<file path="src/rtl/cpu_run_pkg.sv">
// ---------------------------------------------------------------------------
// cpu_run_pkg : state encoding and stop-cause codes for the run controller
// Rev 1.0
// ---------------------------------------------------------------------------
`default_nettype none

package cpu_run_pkg;

    localparam int ST_W = 3;

    localparam logic [ST_W-1:0] ST_IDLE  = 3'd0;
    localparam logic [ST_W-1:0] ST_LOAD  = 3'd1;
    localparam logic [ST_W-1:0] ST_FLUSH = 3'd2;
    localparam logic [ST_W-1:0] ST_RUN   = 3'd3;
    localparam logic [ST_W-1:0] ST_DRAIN = 3'd4;
    localparam logic [ST_W-1:0] ST_DONE  = 3'd5;

    typedef logic [1:0] stop_cause_t;

    localparam stop_cause_t SC_NONE = 2'd0;
    localparam stop_cause_t SC_QUIT = 2'd1;
    localparam stop_cause_t SC_HALT = 2'd2;
    localparam stop_cause_t SC_WDOG = 2'd3;

    // Monitor quit beats a CPU halt, which beats a watchdog expiry.
    function automatic stop_cause_t sel_cause(input logic quit, input logic halt,
                                              input logic wdog);
        stop_cause_t c;
        c = SC_NONE;
        if (quit)
            c = SC_QUIT;
        else if (halt)
            c = SC_HALT;
        else if (wdog)
            c = SC_WDOG;
        return c;
    endfunction

endpackage

`default_nettype wire

</file>
<file path="src/rtl/cpu_run_ctrl_if.sv">
// ---------------------------------------------------------------------------
// cpu_run_ctrl_if : monitor/CPU side signals of the run controller
// Rev 1.0
// ---------------------------------------------------------------------------
`default_nettype none

interface cpu_run_ctrl_if;

    logic        cpu_start;
    logic        quit_cmd;
    logic [29:0] start_adr;
    logic        cpu_halt_req;
    logic [31:0] pc_data;
    logic        wdog_en;

    logic        cpu_run;
    logic        pc_set;
    logic [29:0] pc_set_adr;
    logic        mon_lock;
    logic        run_done;
    logic [1:0]  stop_cause;
    logic [31:0] stop_pc;
    logic [31:0] cycle_cnt;

    modport master (
        output cpu_start, quit_cmd, start_adr, cpu_halt_req, pc_data, wdog_en,
        input  cpu_run, pc_set, pc_set_adr, mon_lock, run_done, stop_cause,
               stop_pc, cycle_cnt
    );

    modport slave (
        input  cpu_start, quit_cmd, start_adr, cpu_halt_req, pc_data, wdog_en,
        output cpu_run, pc_set, pc_set_adr, mon_lock, run_done, stop_cause,
               stop_pc, cycle_cnt
    );

endinterface

`default_nettype wire

</file>
<file path="src/rtl/run_wdog.sv">
// ---------------------------------------------------------------------------
// run_wdog : run-cycle watchdog, flags the cycle the counter reaches all-ones
// Rev 1.0
// ---------------------------------------------------------------------------
`default_nettype none

module run_wdog #(
    parameter int WDOG_W = 24
) (
    input  wire logic clk,
    input  wire logic rst_n,
    input  wire logic clr,
    input  wire logic en,
    output logic      expire
);

    localparam logic [WDOG_W-1:0] ALL_ONES = '1;

    logic [WDOG_W-1:0] r_cnt;

    always_ff @(posedge clk or negedge rst_n) begin
        if (!rst_n)
            r_cnt <= '0;
        else if (clr)
            r_cnt <= '0;
        else if (en && (r_cnt != ALL_ONES))
            r_cnt <= r_cnt + 1'b1;
    end

    // Raised in the counting cycle whose increment lands on all-ones, so the
    // run ends after exactly 2^WDOG_W-1 enabled cycles.
    assign expire = en && (r_cnt == (ALL_ONES - 1'b1));

endmodule

`default_nettype wire

</file>
<file path="src/rtl/cpu_run_ctrl.sv">
// ---------------------------------------------------------------------------
// cpu_run_ctrl : load PC -> flush -> run -> drain -> done run sequencer
// Rev 1.0
// ---------------------------------------------------------------------------
`default_nettype none

module cpu_run_ctrl
    import cpu_run_pkg::*;
#(
    parameter int FLUSH_CYC = 3,
    parameter int DRAIN_CYC = 4,
    parameter int WDOG_W    = 24
) (
    input  wire logic     clk,
    input  wire logic     rst_n,
    cpu_run_ctrl_if.slave bus
);

    localparam int CNT_W = 8;
    localparam logic [CNT_W-1:0] FLUSH_LD = CNT_W'(FLUSH_CYC - 1);
    localparam logic [CNT_W-1:0] DRAIN_LD = CNT_W'(DRAIN_CYC - 1);

    logic [ST_W-1:0]  r_state;
    logic [CNT_W-1:0] r_cnt;
    logic             r_cpu_run;
    logic             r_pc_set;
    logic [29:0]      r_pc_set_adr;
    logic             r_run_done;
    stop_cause_t      r_stop_cause;
    logic [31:0]      r_stop_pc;
    logic [31:0]      r_cycle_cnt;

    logic w_accept;
    logic w_wdog_en;
    logic w_wdog_clr;
    logic w_expire;
    logic w_run_exit;

    assign w_accept   = (r_state == ST_IDLE) && bus.cpu_start && !bus.quit_cmd;
    assign w_wdog_clr = (r_state == ST_LOAD);
    assign w_wdog_en  = (r_state == ST_RUN) && bus.wdog_en;
    assign w_run_exit = bus.quit_cmd || bus.cpu_halt_req || w_expire;

    run_wdog #(
        .WDOG_W (WDOG_W)
    ) u_wdog (
        .clk    (clk),
        .rst_n  (rst_n),
        .clr    (w_wdog_clr),
        .en     (w_wdog_en),
        .expire (w_expire)
    );

    always_ff @(posedge clk or negedge rst_n) begin
        if (!rst_n) begin
            r_state      <= ST_IDLE;
            r_cnt        <= '0;
            r_cpu_run    <= 1'b0;
            r_pc_set     <= 1'b0;
            r_pc_set_adr <= '0;
            r_run_done   <= 1'b0;
            r_stop_cause <= SC_NONE;
            r_stop_pc    <= '0;
            r_cycle_cnt  <= '0;
        end else begin
            r_pc_set   <= 1'b0;
            r_run_done <= 1'b0;
            case (r_state)
                ST_IDLE: begin
                    if (w_accept) begin
                        r_state      <= ST_LOAD;
                        r_pc_set     <= 1'b1;
                        r_pc_set_adr <= bus.start_adr;
                        r_cycle_cnt  <= '0;
                        r_stop_cause <= SC_NONE;
                    end
                end
                ST_LOAD: begin
                    r_state <= ST_FLUSH;
                    r_cnt   <= FLUSH_LD;
                end
                ST_FLUSH: begin
                    if (bus.quit_cmd) begin
                        r_state      <= ST_DRAIN;
                        r_stop_cause <= SC_QUIT;
                        r_cnt        <= DRAIN_LD;
                    end else if (r_cnt == '0) begin
                        r_state   <= ST_RUN;
                        r_cpu_run <= 1'b1;
                    end else begin
                        r_cnt <= r_cnt - 1'b1;
                    end
                end
                ST_RUN: begin
                    // The exit cycle itself is a run cycle and is counted.
                    if (r_cycle_cnt != 32'hFFFF_FFFF)
                        r_cycle_cnt <= r_cycle_cnt + 32'd1;
                    if (w_run_exit) begin
                        r_state      <= ST_DRAIN;
                        r_cpu_run    <= 1'b0;
                        r_cnt        <= DRAIN_LD;
                        r_stop_cause <= sel_cause(bus.quit_cmd, bus.cpu_halt_req, w_expire);
                    end
                end
                ST_DRAIN: begin
                    if (r_cnt == '0) begin
                        r_state    <= ST_DONE;
                        r_stop_pc  <= bus.pc_data;
                        r_run_done <= 1'b1;
                    end else begin
                        r_cnt <= r_cnt - 1'b1;
                    end
                end
                ST_DONE: begin
                    r_state <= ST_IDLE;
                end
                default: begin
                    r_state   <= ST_IDLE;
                    r_cpu_run <= 1'b0;
                end
            endcase
        end
    end

    assign bus.cpu_run    = r_cpu_run;
    assign bus.pc_set     = r_pc_set;
    assign bus.pc_set_adr = r_pc_set_adr;
    assign bus.run_done   = r_run_done;
    assign bus.stop_cause = r_stop_cause;
    assign bus.stop_pc    = r_stop_pc;
    assign bus.cycle_cnt  = r_cycle_cnt;
    assign bus.mon_lock   = (r_state != ST_IDLE);

endmodule

`default_nettype wire

</file>
<file path="src/flat_wrapper.sv">
// flat-port wrapper written by rule: the top's interface ports become plain ports
module cpu_run_ctrl_flat import cpu_run_pkg::*;
#(
    parameter int FLUSH_CYC = 3,
    parameter int DRAIN_CYC = 4,
    parameter int WDOG_W    = 24
)
  (clk, rst_n, bus_cpu_start, bus_quit_cmd, bus_start_adr, bus_cpu_halt_req, bus_pc_data, bus_wdog_en, bus_cpu_run, bus_pc_set, bus_pc_set_adr, bus_mon_lock, bus_run_done, bus_stop_cause, bus_stop_pc, bus_cycle_cnt);
  cpu_run_ctrl_if bus_i ();
  input  wire logic clk;
  input  wire logic rst_n;
  input wire logic [$bits(bus_i.cpu_start)-1:0] bus_cpu_start;
  input wire logic [$bits(bus_i.quit_cmd)-1:0] bus_quit_cmd;
  input wire logic [$bits(bus_i.start_adr)-1:0] bus_start_adr;
  input wire logic [$bits(bus_i.cpu_halt_req)-1:0] bus_cpu_halt_req;
  input wire logic [$bits(bus_i.pc_data)-1:0] bus_pc_data;
  input wire logic [$bits(bus_i.wdog_en)-1:0] bus_wdog_en;
  output wire logic [$bits(bus_i.cpu_run)-1:0] bus_cpu_run;
  output wire logic [$bits(bus_i.pc_set)-1:0] bus_pc_set;
  output wire logic [$bits(bus_i.pc_set_adr)-1:0] bus_pc_set_adr;
  output wire logic [$bits(bus_i.mon_lock)-1:0] bus_mon_lock;
  output wire logic [$bits(bus_i.run_done)-1:0] bus_run_done;
  output wire logic [$bits(bus_i.stop_cause)-1:0] bus_stop_cause;
  output wire logic [$bits(bus_i.stop_pc)-1:0] bus_stop_pc;
  output wire logic [$bits(bus_i.cycle_cnt)-1:0] bus_cycle_cnt;
  assign bus_i.cpu_start = bus_cpu_start;
  assign bus_i.quit_cmd = bus_quit_cmd;
  assign bus_i.start_adr = bus_start_adr;
  assign bus_i.cpu_halt_req = bus_cpu_halt_req;
  assign bus_i.pc_data = bus_pc_data;
  assign bus_i.wdog_en = bus_wdog_en;
  assign bus_cpu_run = bus_i.cpu_run;
  assign bus_pc_set = bus_i.pc_set;
  assign bus_pc_set_adr = bus_i.pc_set_adr;
  assign bus_mon_lock = bus_i.mon_lock;
  assign bus_run_done = bus_i.run_done;
  assign bus_stop_cause = bus_i.stop_cause;
  assign bus_stop_pc = bus_i.stop_pc;
  assign bus_cycle_cnt = bus_i.cycle_cnt;
  cpu_run_ctrl #(.FLUSH_CYC(FLUSH_CYC), .DRAIN_CYC(DRAIN_CYC), .WDOG_W(WDOG_W)) u_core (.clk(clk), .rst_n(rst_n), .bus(bus_i));
endmodule
</file>
<file path="config.mk">
export PLATFORM = sky130hd
export DESIGN_NAME = cpu_run_ctrl_flat
export DESIGN_NICKNAME = d
export VERILOG_FILES = /design/src/rtl/cpu_run_pkg.sv /design/src/rtl/cpu_run_ctrl_if.sv /design/src/rtl/run_wdog.sv /design/src/rtl/cpu_run_ctrl.sv /design/src/flat_wrapper.sv
export SDC_FILE = /design/constraint.sdc
export NUM_CORES = 1
export LEC_CHECK = 0
export CAP_MARGIN = 0
export CORE_ASPECT_RATIO = 1.4
export CORE_MARGIN = 4
export CORE_UTILIZATION = 45
export DETAILED_ROUTE_END_ITERATION = 16
export HOLD_SLACK_MARGIN = 0.05
export PLACE_DENSITY = 0.77
export SYNTH_ARGS = -nofsm -noshare
export SYNTH_HDL_FRONTEND = slang
export SYNTH_SLANG_ARGS = --single-unit
</file>
<file path="constraint.sdc">
create_clock -name clk -period 3 [get_ports clk]
set_input_delay 0.3 -clock clk [delete_from_list [all_inputs] [get_ports clk]]
set_output_delay 0.3 -clock clk [all_outputs]
set_load 0.02 [all_outputs]
</file>
Word-level counts from Yosys, hierarchy flattened

Index checks and enable logic that the tools add are counted.

Bitwise logic cells: 1
Reductions and logical operators: 23
Eq/ne operators: 16
$add $sub $neg: 3
Multiplexer cells: 30

Operators with widths:

| operator                | number |
|---|---|
| $mux W32                | 2 |
| $pmux W32 S2            | 1 |
| $mux W24                | 2 |
| $add A32 B1 Y32 const B | 1 |
| $ne A32 B32 Y1 const B  | 1 |
| $pmux W8 S4             | 1 |
| $add A24 B1 Y24 const B | 1 |
| $eq A24 B24 Y1 const B  | 1 |
| $mux W8                 | 3 |
| $ne A24 B24 Y1 const B  | 1 |
| $mux W3                 | 5 |
| $pmux W3 S5             | 1 |
| $mux W2                 | 6 |
| $reduce_and A4 Y1       | 3 |
| $logic_not A8 Y1        | 1 |
| $ne A2 B1 Y1 const B    | 4 |
| $sub A8 B1 Y8 const B   | 1 |
| $mux W1                 | 7 |
| $eq A3 B2 Y1 const B    | 2 |
| $eq A3 B3 Y1 const B    | 2 |
| $ne A2 B2 Y1 const B    | 3 |
| $pmux W2 S3             | 1 |
| $reduce_and A2 Y1       | 3 |
| $reduce_bool A3 Y1      | 2 |
| other kinds (12)        | 18 |

Logic and storage cells: 83
Output and inout bits: 100
Register bits after elaboration: 134
Bits of input ports: 68

Logic depth before layout (Yosys ltp)

Depth after elaboration: 8
Gate-level depth with buffers: 9
Mapped depth without buffers: 6

Cells and area by module

A second synthesis with hierarchy kept.

Cells, all modules: 647
Area, all modules: 6418.7 um^2

Modules (own cells, without submodules):

| module       | area each (um^2) | cells an instance | sequential area each (um^2) | times used |
|---|---|---|---|---|
| cpu_run_ctrl | 5026.1           | 497               | 2752.6                      | 1 |
| run_wdog     | 1392.6           | 150               | 600.6                       | 1 |

Worst setup path after synthesis

No wires, ideal clock.

Kind: register -> register
From: register u_core.r_cycle_cnt[10], in the netlist u_core.bus.cycle_cnt[10]
To: register u_core.r_cycle_cnt[26], in the netlist u_core.bus.cycle_cnt[26]
Path buffers: 1
Arrival time: 2226 ps
Cell stages (with the launch flop): 7
Required time: 2923 ps
Library setup time: 77 ps
Period minus slack after synthesis: 2304 ps
Path slack: 696 ps
Cell sequence: dfrtp_1 nand3_4 or3_1 or4b_1 buf_2 or4_1 a21oi_1

Longest elaborated chain between the ends: 3
Elaborated cells between the ends (all ways): 6
Those cells by class: add/sub: 1; eq/ne: 2; mux: 2; reduce/logical: 1

RTL lines:

| element                                                  | RTL line                               | source |
|---|---|---|
| start, declared                                          | cpu_run_ctrl.sv:31                     | `logic [31:0] r_cycle_cnt;` |
| start signal, assigned                                   | cpu_run_ctrl.sv:97                     | `r_cycle_cnt <= r_cycle_cnt + 32'd1;` |
| $add A32 B1 Y32 / $ne A32 B32 Y1 (equally long branches) | cpu_run_ctrl.sv:97, cpu_run_ctrl.sv:96 |  |
| $mux W32 / $ne A2 B2 Y1 (equally long branches)          | --                                     |  |
| $pmux W32 S2 / $reduce_and A3 Y1 (equally long branches) | --                                     |  |

Parallel ways exist; a longest one is shown, timed or not. The select of a mux whose other input is x is not followed.
A chain may end at the register's enable or synchronous reset.

Worst setup path after layout

From: register u_core.r_state[1]
To: register u_core.r_cycle_cnt[1], in the netlist u_core.bus.cycle_cnt[1]

Longest elaborated chain between the ends: 5
Elaborated cells between the ends (all ways): 9
Those cells by class: eq/ne: 3; mux: 1; reduce/logical: 5

RTL lines:

| element                            | RTL line                               | source |
|---|---|---|
| start, declared                    | cpu_run_ctrl.sv:23                     | `logic [ST_W-1:0] r_state;` |
| start signal, assigned             | cpu_run_ctrl.sv:56                     | `r_state <= ST_IDLE;` |
| start signal, assigned             | cpu_run_ctrl.sv:71                     | `r_state <= ST_LOAD;` |
| start signal, assigned             | cpu_run_ctrl.sv:79                     | `r_state <= ST_FLUSH;` |
| $logic_not A3 Y1                   | cpu_run_ctrl.sv:39, cpu_run_ctrl.sv:68 |  |
| $logic_and A1 B1 Y1 (2 in series)  | cpu_run_ctrl.sv:39                     | `assign w_accept = (r_state == ST_IDLE) && bus.cpu_start && !bus.quit_cmd;` |
| $ne A2 B1 Y1 (no source line)      | --                                     |  |
| $reduce_and A3 Y1 (no source line) | --                                     |  |

Parallel ways exist; a longest one is shown, timed or not.

==> qor.txt <==
Initial Util - 46.2%
register clock-pin slew on the reported worst setup and hold paths - 0.06 ns
delay-heaviest family, CP - simple AND/OR/NAND/NOR gates
total area of sequential cells - 3350 um2
post-CTS resize count - 0
buffers plus inverters on the worst setup path - 1
grt met3 use - 4.40%
die area - 16400 um2
final hold vios - 0
PnR worst setup slack - 0.636 ns
syn nets - 731
Tmin final - 2.36 ns
Cell Rows - 51
Top Ports - 168
setup TNS - 0 ns
layout cells sized above 1 - 11.1%
Core Region - 14000 um2
Congestion Overflow GR - 0
CTS Root Cell - clkbuf_16
GR peak layer - met2
slowest stage cell, crit path - dfrtp_1
fin util - 64.2%
total wire length - 17600 um
antenna violations before repair - 0
post-synthesis register bit count - 134
Critical Path End Type - flop
Seq/Total Area, Yosys - 51.9%
dpl ws - 0.567 ns
library cells used by synthesis - 63
yosys warns - 0
footprint of the multi-input gates - 2910 um2
Crit path largest cell delay - 0.66 ns
GP Congestion - 0.849
Die H - 150 um
Syn Inst Count - 658
crit-path cells - nand3b_1, nor4_1, buf_4, nand4_1, a32o_1
CP Data Required Time - 3.29 ns
GR Util met2 - 39.9%
async set-reset flop share out of synthesis - 100%
Layout area overhead - 38.8%
design area - 8970 um2
first-pass GRT wire length - 28600 um
most frequent cells in the layout - clkdlybuf4s50_1, nand2_1, dfrtp_1
Tcrit/Tclk final - 78.8%
Data arrival, critical path - 2.66 ns
startpoint types - flop
Final nets - 905
leak pwr - 3.79 nW
clk buf depth - 2
vias in the first global route - 5859
FILL cells - 1100
vias - 5815
WHS - 0.416 ns
DP HPWL - 13000 um
initial DRC count - 275
Sink Count - 134
number of vias per cell - 5.65
crit path kind - flop to flop
Yosys top cell area share - 51.9%
Wirelength per Cell - 17.1 um
Synth Cell Area - 6460 um2
syn avg cell area - 9.82 um2
status - finished, final reports clean
worst slew pin tran - 0.795 ns
critical path peak fanout - 18
Die Span X - 109 um
Slew headroom - 46.6%
setup violators final - 0
f_max - 423 MHz
ANT cells - 0
M1 GR Usage - 25.4%
RSZ-0062 raised after global routing - false
TritonRoute pass-1 iters - 6
Placed Instance Area - 8370 um2
Num CTS Buffers - 17
Max Slew Vio Count - 0
area leader, netlist - dfrtp_1
Worst Hold Class - input port to flop
antenna viol nets, final - 0
Power Dens Cells - 864 nW/um2
Post-synth EDFFs - 0
Port Buf Inserts - 167
latest clock arrival within the worst-skew pair - 0.41 ns
commonest non-fill, non-tap cell in the layout - clkdlybuf4s50_1
Clock Skew - 0.00974 ns
H-tree depth reported by CTS - 4
Max rail drop VDD - 0.510 mV
largest net degree at the start of global routing - 57
max cap viols - 0
Tot GR Track Use - 22.0%
Top FF cell, synth - dfrtp_1
drt drc - 0
synth top area cells - dfrtp_1, nand2_1, mux2_2
TritonCTS clock tree - done
power by group:
group	internal [mW]	switching (mW)
registers	2.33	0.388
logic	1.40	1.57
clock network	1.25	0.804
path summary, 6_finish.rpt:
path                                                           start                               endpoint  slack (ns)  depth (start not counted)
worst min-delay path                               bus_start_adr[17]  u_core.bus.pc_set_adr[17]$_DFFE_PN0P_        0.42                          3
max in group asynchronous                                      rst_n     u_core.u_wdog.r_cnt[0]$_DFFE_PN0P_        1.74                          3
worst min register to register  u_core.bus.pc_set_adr[2]$_DFFE_PN0P_   u_core.bus.pc_set_adr[2]$_DFFE_PN0P_        0.47                          2
worst max register to register         u_core.r_state[1]$_DFFE_PN0P_    u_core.bus.cycle_cnt[1]$_DFFE_PN0P_        0.64                          5
worst max-delay path                   u_core.r_state[1]$_DFFE_PN0P_    u_core.bus.cycle_cnt[1]$_DFFE_PN0P_        0.64                          5
min in group asynchronous                                      rst_n   u_core.bus.cycle_cnt[22]$_DFFE_PN0P_        0.49                          2
metal layers:
metal,routed length (um),vias to the layer above
met2,9620,237
met4,326,0
li1,-,2737
met1,6620,2808
met5,0,-
met3,1050,33
flip-flops by register name, summed over array words and instances (netlist names):
register               cells
u_core.bus.cycle_cnt      32
u_core.bus.stop_pc        32
u_core.bus.pc_set_adr     30
u_core.u_wdog.r_cnt       24
u_core.r_cnt               8
u_core.r_state             3
u_core.bus.stop_cause      2
u_core.bus.cpu_run         1
u_core.bus.pc_set          1
u_core.bus.run_done        1
cells by family after synthesis:
family          Yosys count  share of synthesized area (%)
buf+inv                  47                           3.10
xor+xnor                 12                           1.63
fa+ha+maj                 5                          0.968
flops                   134                           51.9
mux                      40                           6.82
compound gates          112                           11.1
simple gates            308                           24.5
synthesized netlist by cell type (3+ instances only):
cell,number
a211oi_1,4
nand3_1,23
ha_1,5
or4_1,10
clkbuf_1,24
xnor2_1,11
and4_1,8
o21ai_0,24
a31oi_1,6
inv_1,15
and2_1,3
dfrtp_1,134
nor2_1,27
a21o_1,3
nand2b_1,6
nand2_1,135
and3_1,6
mux2i_1,8
a2111oi_0,4
a21oi_1,33
o31ai_1,9
nand4_1,23
mux2_2,32
or3_1,26
nor4_1,9
a22o_1,3
buf_2,5
nor3_1,9
o211ai_1,10
what timing repair did:
action / in CTS / in global routing
setup buffers: 0 / 0
hold buffers: 1 / 0
hold endpoints to repair: 53 / 0
cell type report:
cell class                      instances  share of cell area [%]
Sequential cell                       134                    37.4
Multi-Input combinational cell        477                    32.4
Tap cell                              185                    2.58
Timing Repair Buffer                  187                    20.5
Clock inverter                         13                    1.62
Clock buffer                           18                    4.90
Inverter                               15                   0.628
worst min-delay path, stage by stage:
cell and delay, ns:
clkdlybuf4s50_1 0.40, nand2_1 0.05, nand2_1 0.04
through the flow:
| step | power [mW] | cells |
|---|---|---|
| after global placement | 5.61 | 997 |
| after global routing | 8.18 | 1029 |
| after CTS | 7.82 | 1029 |
| after floorplan | 4.27 | 658 |
| after detailed placement | 5.72 | 997 |
| final | 7.75 | 1029 |
Note: power is estimated with default switching activity, not from simulation.
